File: config.mk
export PLATFORM = sky130hd
export DESIGN_NAME = exc_commit_ctrl
export DESIGN_NICKNAME = d
export VERILOG_FILES = /design/src/rtl/exc_commit_ctrl.sv
export SDC_FILE = /design/constraint.sdc
export NUM_CORES = 1
export LEC_CHECK = 0
export ABC_AREA = 1
export ABC_CLOCK_PERIOD_IN_PS = 3700
export BUFFER_PORTS_ARGS = -buffer_cell sky130_fd_sc_hd__buf_2
export CAP_MARGIN = 40
export CORE_UTILIZATION = 45
export CTS_CLUSTER_SIZE = 40
export DETAILED_ROUTE_END_ITERATION = 7
export PLACE_DENSITY = 0.78
export SYNTH_ARGS = -nofsm -noshare
export SYNTH_HDL_FRONTEND = slang
export SYNTH_SLANG_ARGS = --single-unit
File: constraint.sdc
create_clock -name clock -period 3.7 [get_ports clock]
set_input_delay 0 -clock clock [delete_from_list [all_inputs] [get_ports clock]]
set_output_delay 0 -clock clock [all_outputs]
set_load 0.02 [all_outputs]
File: src/rtl/exc_commit_ctrl.sv
// rtl/exc_commit_ctrl.sv - WB-boundary exception/interrupt/ertn commit sequencer
module exc_commit_ctrl #(
  parameter int unsigned FLUSH_HOLD = 2
) (
  input  logic        clock,
  input  logic        reset,
  input  logic        wb_valid,
  input  logic [31:0] wb_pc,
  input  logic [4:0]  wb_exc,
  input  logic        wb_is_ertn,
  input  logic        has_int,
  input  logic [31:0] ex_entry,
  input  logic [31:0] ertn_pc,
  output logic        csr_wb_ex,
  output logic [5:0]  csr_ecode,
  output logic [8:0]  csr_esubcode,
  output logic [31:0] csr_epc,
  output logic        csr_ertn_flush,
  output logic        flush,
  output logic        redir_valid,
  output logic [31:0] redir_pc,
  input  logic        redir_ready,
  output logic        busy
);

  typedef enum logic [1:0] {
    S_IDLE  = 2'd0,
    S_FLUSH = 2'd1,
    S_REDIR = 2'd2
  } state_t;

  localparam logic [3:0] HOLD_INIT = 4'(FLUSH_HOLD - 1);

  localparam logic [5:0] EC_INT  = 6'h00;
  localparam logic [5:0] EC_ADEF = 6'h08;
  localparam logic [5:0] EC_INE  = 6'h0D;
  localparam logic [5:0] EC_SYS  = 6'h0B;
  localparam logic [5:0] EC_BRK  = 6'h0C;
  localparam logic [5:0] EC_ALE  = 6'h09;

  state_t      state_q, state_d;
  logic [3:0]  cnt_q, cnt_d;
  logic        is_ertn_q, is_ertn_d;
  logic [31:0] target_q, target_d;
  logic        csr_wb_ex_q, csr_wb_ex_d;
  logic        csr_ertn_flush_q, csr_ertn_flush_d;
  logic [5:0]  csr_ecode_q, csr_ecode_d;
  logic [31:0] csr_epc_q, csr_epc_d;
  logic        flush_q, flush_d;
  logic        redir_valid_q, redir_valid_d;
  logic [31:0] redir_pc_q, redir_pc_d;
  logic        busy_q, busy_d;

  logic        has_exc;
  logic        take_exc;
  logic        wb_event;
  logic [5:0]  ecode_sel;
  logic        first_flush;
  logic [31:0] target_now;

  assign has_exc  = |wb_exc;
  assign take_exc = has_int | has_exc;
  assign wb_event = wb_valid & (take_exc | wb_is_ertn);

  // Resolve simultaneous causes to a single ecode, interrupt first
  always_comb begin
    ecode_sel = EC_ALE;
    if (has_int)        ecode_sel = EC_INT;
    else if (wb_exc[0]) ecode_sel = EC_ADEF;
    else if (wb_exc[1]) ecode_sel = EC_INE;
    else if (wb_exc[2]) ecode_sel = EC_SYS;
    else if (wb_exc[3]) ecode_sel = EC_BRK;
  end

  // The first FLUSH cycle is the one carrying the CSR pulse; the redirect
  // target is sampled then, so the CSR write caused by this event never
  // leaks into it.
  assign first_flush = csr_wb_ex_q | csr_ertn_flush_q;
  assign target_now  = first_flush ? (is_ertn_q ? ertn_pc : ex_entry) : target_q;

  // Next-state and registered-output logic for the commit sequence
  always_comb begin
    state_d          = state_q;
    cnt_d            = cnt_q;
    is_ertn_d        = is_ertn_q;
    target_d         = target_q;
    csr_wb_ex_d      = 1'b0;
    csr_ertn_flush_d = 1'b0;
    csr_ecode_d      = csr_ecode_q;
    csr_epc_d        = csr_epc_q;
    flush_d          = 1'b0;
    redir_valid_d    = 1'b0;
    redir_pc_d       = redir_pc_q;

    case (state_q)
      S_IDLE: begin
        if (wb_event) begin
          state_d          = S_FLUSH;
          cnt_d            = HOLD_INIT;
          is_ertn_d        = ~take_exc;
          csr_wb_ex_d      = take_exc;
          csr_ertn_flush_d = ~take_exc;
          flush_d          = 1'b1;
          if (take_exc) begin
            csr_ecode_d = ecode_sel;
            csr_epc_d   = wb_pc;
          end
        end
      end
      S_FLUSH: begin
        if (first_flush) begin
          target_d = target_now;
        end
        if (cnt_q == 4'd0) begin
          state_d       = S_REDIR;
          redir_valid_d = 1'b1;
          redir_pc_d    = target_now;
        end else begin
          cnt_d   = cnt_q - 4'd1;
          flush_d = 1'b1;
        end
      end
      S_REDIR: begin
        if (redir_ready) begin
          state_d = S_IDLE;
        end else begin
          redir_valid_d = 1'b1;
        end
      end
      default: begin
        state_d = S_IDLE;
      end
    endcase

    busy_d = (state_d != S_IDLE);
  end

  // State and output registers; reset clears everything, aborting any sequence
  always_ff @(posedge clock) begin
    if (reset) begin
      state_q          <= S_IDLE;
      cnt_q            <= 4'd0;
      is_ertn_q        <= 1'b0;
      target_q         <= 32'd0;
      csr_wb_ex_q      <= 1'b0;
      csr_ertn_flush_q <= 1'b0;
      csr_ecode_q      <= 6'd0;
      csr_epc_q        <= 32'd0;
      flush_q          <= 1'b0;
      redir_valid_q    <= 1'b0;
      redir_pc_q       <= 32'd0;
      busy_q           <= 1'b0;
    end else begin
      state_q          <= state_d;
      cnt_q            <= cnt_d;
      is_ertn_q        <= is_ertn_d;
      target_q         <= target_d;
      csr_wb_ex_q      <= csr_wb_ex_d;
      csr_ertn_flush_q <= csr_ertn_flush_d;
      csr_ecode_q      <= csr_ecode_d;
      csr_epc_q        <= csr_epc_d;
      flush_q          <= flush_d;
      redir_valid_q    <= redir_valid_d;
      redir_pc_q       <= redir_pc_d;
      busy_q           <= busy_d;
    end
  end

  assign csr_wb_ex      = csr_wb_ex_q;
  assign csr_ecode      = csr_ecode_q;
  assign csr_esubcode   = 9'd0;
  assign csr_epc        = csr_epc_q;
  assign csr_ertn_flush = csr_ertn_flush_q;
  assign flush          = flush_q;
  assign redir_valid    = redir_valid_q;
  assign redir_pc       = redir_pc_q;
  assign busy           = busy_q;

endmodule

== After elaboration in Yosys (flattened, before gate mapping) ==
Cells that the tools add are included.
Word-level totals
  output and inout port bits: 84
  flip-flop bits (word level): 114
Cells by class
  $add $sub $neg: 1
  multiplexer cells: 20
  equal/unequal tests: 4
  reductions and logical operators: 11
  bitwise gates (word level): 7
Operator list (number)
  32-bit two-way mux: 2
  3-bit two-way mux: 4
  4-bit two-way mux: 3
  4-bit case mux with 2 select lines: 1
  2-bit two-way mux: 3
  2-bit case mux with 3 select lines: 1
  2-bit AND reduction: 3
  3-bit AND reduction: 2
  5-bit OR reduction: 1
  4-bit logical NOT: 1
  1-bit two-way mux: 4
  2-bit inequality test (second input constant): 2
  1-bit case mux with 2 select lines: 2
  2-bit nonzero test: 2
  4-bit by 1-bit subtractor with 4-bit output (second input constant): 1
  1-bit inverter: 3
  1-bit OR: 3
  3-bit OR reduction: 1
  2-bit by 1-bit == test with 1-bit output (second input constant): 1
  2-bit == test (second input constant): 1
  2-bit logical NOT: 1
  1-bit AND: 1

== Longest topological paths before layout ==
  depth in word-level cells: 7
  mapped depth: 10
  depth with buffers taken out: 10

== Least setup slack after synthesis ==
OpenSTA, ideal clock, no wires.
  path type: reg2reg
  start point: register state_q[1]
  end point: register target_q[10]
  stages on the path, launching flop included: 9
  setup time: 0.128 ns
  slack: 2.269 ns
  buffers on the path: 1
  arrival: 1.302 ns
  cell sequence: dfxtp_1 inv_1 ha_1 inv_2 nor2_1 inv_2 clkbuf_1 o21ai_0 a21oi_1
On the way
  word-level cells in the longest chain between the ends: 2
RTL lines
  start: declaration: RTL line 41  | state_t state_q, state_d;
  start signal: assignment: RTL line 154  | state_q <= state_d;
  2-bit by 1-bit == test with 1-bit output: RTL line 95  | case (state_q)
  2-bit AND reduction (no line)
  end signal: assignment: RTL line 157  | target_q <= target_d;
  end: declaration: RTL line 44  | logic [31:0] target_q, target_d;
No other way between the ends.
A chain may end at the register's enable or synchronous reset.

== Final worst setup path ==
  start point: register state_q[1]
  end point: register csr_epc_q[20] (netlist: csr_epc[20])
On the way
  word-level cells in the longest chain between the ends: 2
RTL lines
  2-bit logical NOT: RTL line 95
  3-bit AND reduction (no line)
  end signal: assignment: RTL line 161  | csr_epc_q <= csr_epc_d;
  end: declaration: RTL line 48  | logic [31:0] csr_epc_q, csr_epc_d;
No other way between the ends.

==> impl_metrics.yaml <==
status:
  status: "finished clean"
clock_network:
  clk_pin_slew_ns: 0.11
  clock-sinks: 112
  cts.path.max_buffers: 2
  cts_tree: "done"
  insertion_delay_ns: 0.36
  cts_buffers: 9
  root_buffer: "clkbuf_8"
  post_cts_resized: 0
  postCtsHoldBufs: 39
  htreeDepth: 3
  cts_setup_buffers: 0
timing:
  hold_viol_final: 0
  rsz0062_at_grt: "false"
  whs_ns: 0.02166
  worst_slew_margin_rel_pct: 53.48
  slew_viol_final: 0
  fin_crit_ns: 2.357
  post-route-period-util_pct: 63.71
  finClkSkew_ns: 0.01459
  setup_tns_ns: 0
  fmax_mhz: 424.2
  setup_violations: 0
  max_slew.worst_pin.slew_ns: 0.6964
detailed_routing:
  drc: 0
  drt_wl_total_um: 12710
  wl_per_cell_um: 12.36
  vias: 4966
  via_per_inst: 4.831
  drtIter0Drc: 253
  drt-pass1-iter-count: 4
  drtAntennaViolNets: 0
placement:
  port_buffers: 179
  dp_hpwl_um: 8140
  place_area_um2: 5938
  dp_cells: 973
  routabilityCongestion: 0.7807
power:
  irDropWorstVdd_mv: 0.2497
  swShare_pct: 39.09
  pwr-share-comb_pct: 37.0
  clkPwrFrac_pct: 19.5
  p_seq_share_pct: 43.5
  p_leak_nw: 3.251
  powerDensity_nw_per_um2: 543.6
  p_int_mw: 2.155
  power_mw: 3.539
  switching_power_mw: 1.383
worst_setup_path:
  cp.required_ns: 4.00
  critPathTopFamily: "simple AND/OR/NAND/NOR gates"
  cp-start-kind: "flop"
  critPathMaxStageDelay_ns: 0.68
  r2r_cells: 6
  cpMaxStageDelayCell: "nor2_8"
  crit_chain: "inv_1 -> ha_1 -> nand4_4 -> nor2_8 -> nand2_1 -> nand2_1"
  crit_path_end_kind: "flop"
  crit_type: "flop to flop"
  crit_path_max_fanout: 39
  cp.depth: 6
  r2r_slack_ns: 1.34
  cp.arrival_ns: 2.66
  crit_top_cell: "nand2_1"
  crit_buf_inv: 1
final_layout:
  areaGrowthSynthToFinish_pct: 29.62
  final_cell_mix: "buf_2 (179), nand2_1 (175), dfxtp_1 (112)"
  final.fill_count: 1024
  multi_input_area_um2: 2287
  finalNonFillerCells: 1028
  final_cell_area_um2: 6510
  drive_gt1_share_pct: 26.46
  seq_area_um2: 2242
  n_antenna_cell: 0
  num-nets-final: 995
  final_common_cell: "buf_2"
hold_path:
  hp-class: "primary input to flop"
  holdPathStages: 5
floorplan:
  start_util_pct: 46.33
  io_pins: 191
  dieArea_um2: 11590
  die_h_um: 107.6
  dieWidth_um: 107.6
  rows: 38
  core_area_um2: 10840
global_routing:
  grt_pass1_vias: 4622
  antenna_found_initial: 0
  overflow: 0
  grt_max_degree: 50
  grt_pass1_wl_um: 20370
  track_usage_pct: 21.69
yosys:
  yosysWarnings: 0
  syn_area_um2: 5022
  synth_compound_area_share_pct: 17.02
  synth_cells: 692
  avgSynthCellArea_um2: 7.258
  synth_top_family_by_area: "simple AND/OR/NAND/NOR gates"
  ys_ff_latch: 112
  seq_area_frac_synth_pct: 44.64
  synth_mux_area_share_pct: 0
  synth.distinct_cells: 30
  synth-simple-area-share_pct: 26.46
  synth-adder-area-share_pct: 1.246
  synthXorXnorAreaFrac_pct: 0
run:
  drv_cap: 0
[cells in the mapped netlist]
cell      number  area, um^2
conb_1         1       3.750
a21oi_1      101       505.5
nor2_1        47       176.4
buf_6          3       33.78
nand2_1      175       656.9
nor2_4         1       11.26
nand3_2       11       110.1
inv_1         49       183.9
buf_8          3       45.04
nand2_2       10       62.56
o21ai_1        9       45.04
nor4_1         1       6.260
inv_2          5       18.77
nand4_1        1       6.260
nand4_4        2       42.54
buf_4         12       90.09
o211ai_1       1       7.510
nor2_2         2       12.51
dfxtp_1      112        2242
ha_1           5       62.56
buf_2         16       80.08
nor3_1         3       15.01
a31oi_1        1       6.260
clkbuf_1      20       75.07
and2_1         1       6.260
o21ai_0       58       290.3
buf_1          1       3.750
or2_2          2       12.51
nand3_1       38       190.2
nor2_8         1       20.02
[routing by layer]
layer	part of all wire (%)	GRT usage, %	vias to the layer above
met4	3.9	11.74	0
met5	0	0	-
met2	50	37.64	142
met3	3.2	3.208	42
met1	43	25.61	2182
li1	-	-	2600
[tightest hold or removal path: stages]
cell and delay [ns]:
buf_2 0.07, nand2_1 0.04, nand2_1 0.06, o21ai_0 0.08, a21oi_1 0.10
[kinds of logic after synthesis]
logic type | after synthesis
adders and majority gates | 5
DFF | 112
AOI/OAI and AO/OA | 170
and+or+nand+nor | 295
other | 1
buffers and inverters | 109
[layout make-up]
type / count / share of cell area (%)
Inverter: 54 / 3.114
Clock inverter: 5 / 0.6150
Clock buffer: 11 / 2.172
Tap cell: 140 / 2.691
Sequential cell: 112 / 34.44
Timing Repair Buffer: 225 / 21.83
Multi-Input combinational cell: 481 / 35.13
[power groups by stage]
stage                     clock network [mW]  logic [mW]  registers [mW]
after floorplan                            0       0.722            1.76
after global placement                     0        1.22            1.56
after detailed placement                   0        1.27            1.56
after CTS                              0.705        1.31            1.54
after global routing                   0.749        1.46            1.57
final                                  0.690        1.31            1.54
[registers in the layout, summed over array words and instances, names as in the netlist]
signal          cells
csr_ertn_flush      1
state_q             2
redir_pc           32
is_ertn_q           1
cnt_q               4
busy                1
redir_valid         1
csr_ecode           4
csr_epc            32
flush               1
csr_wb_ex           1
target_q           32
[stage by stage]
step / setup WS (ns) / utilization, %
after floorplan: 2.269 / -
after global placement: 1.457 / 53.79
after detailed placement: 1.410 / 54.78
after CTS: 1.386 / 60.05
after global routing: 1.146 / 60.05
final: 1.343 / 60.05
[path summary, 6_finish.rpt]
path,start,end
hold reg to reg,target_q[23],target_q[23]
hold / removal,ex_entry[6],target_q[6]
setup / recovery,state_q[1],csr_epc[20]
setup reg to reg,state_q[1],csr_epc[20]
(Power assumes the default switching activity.)
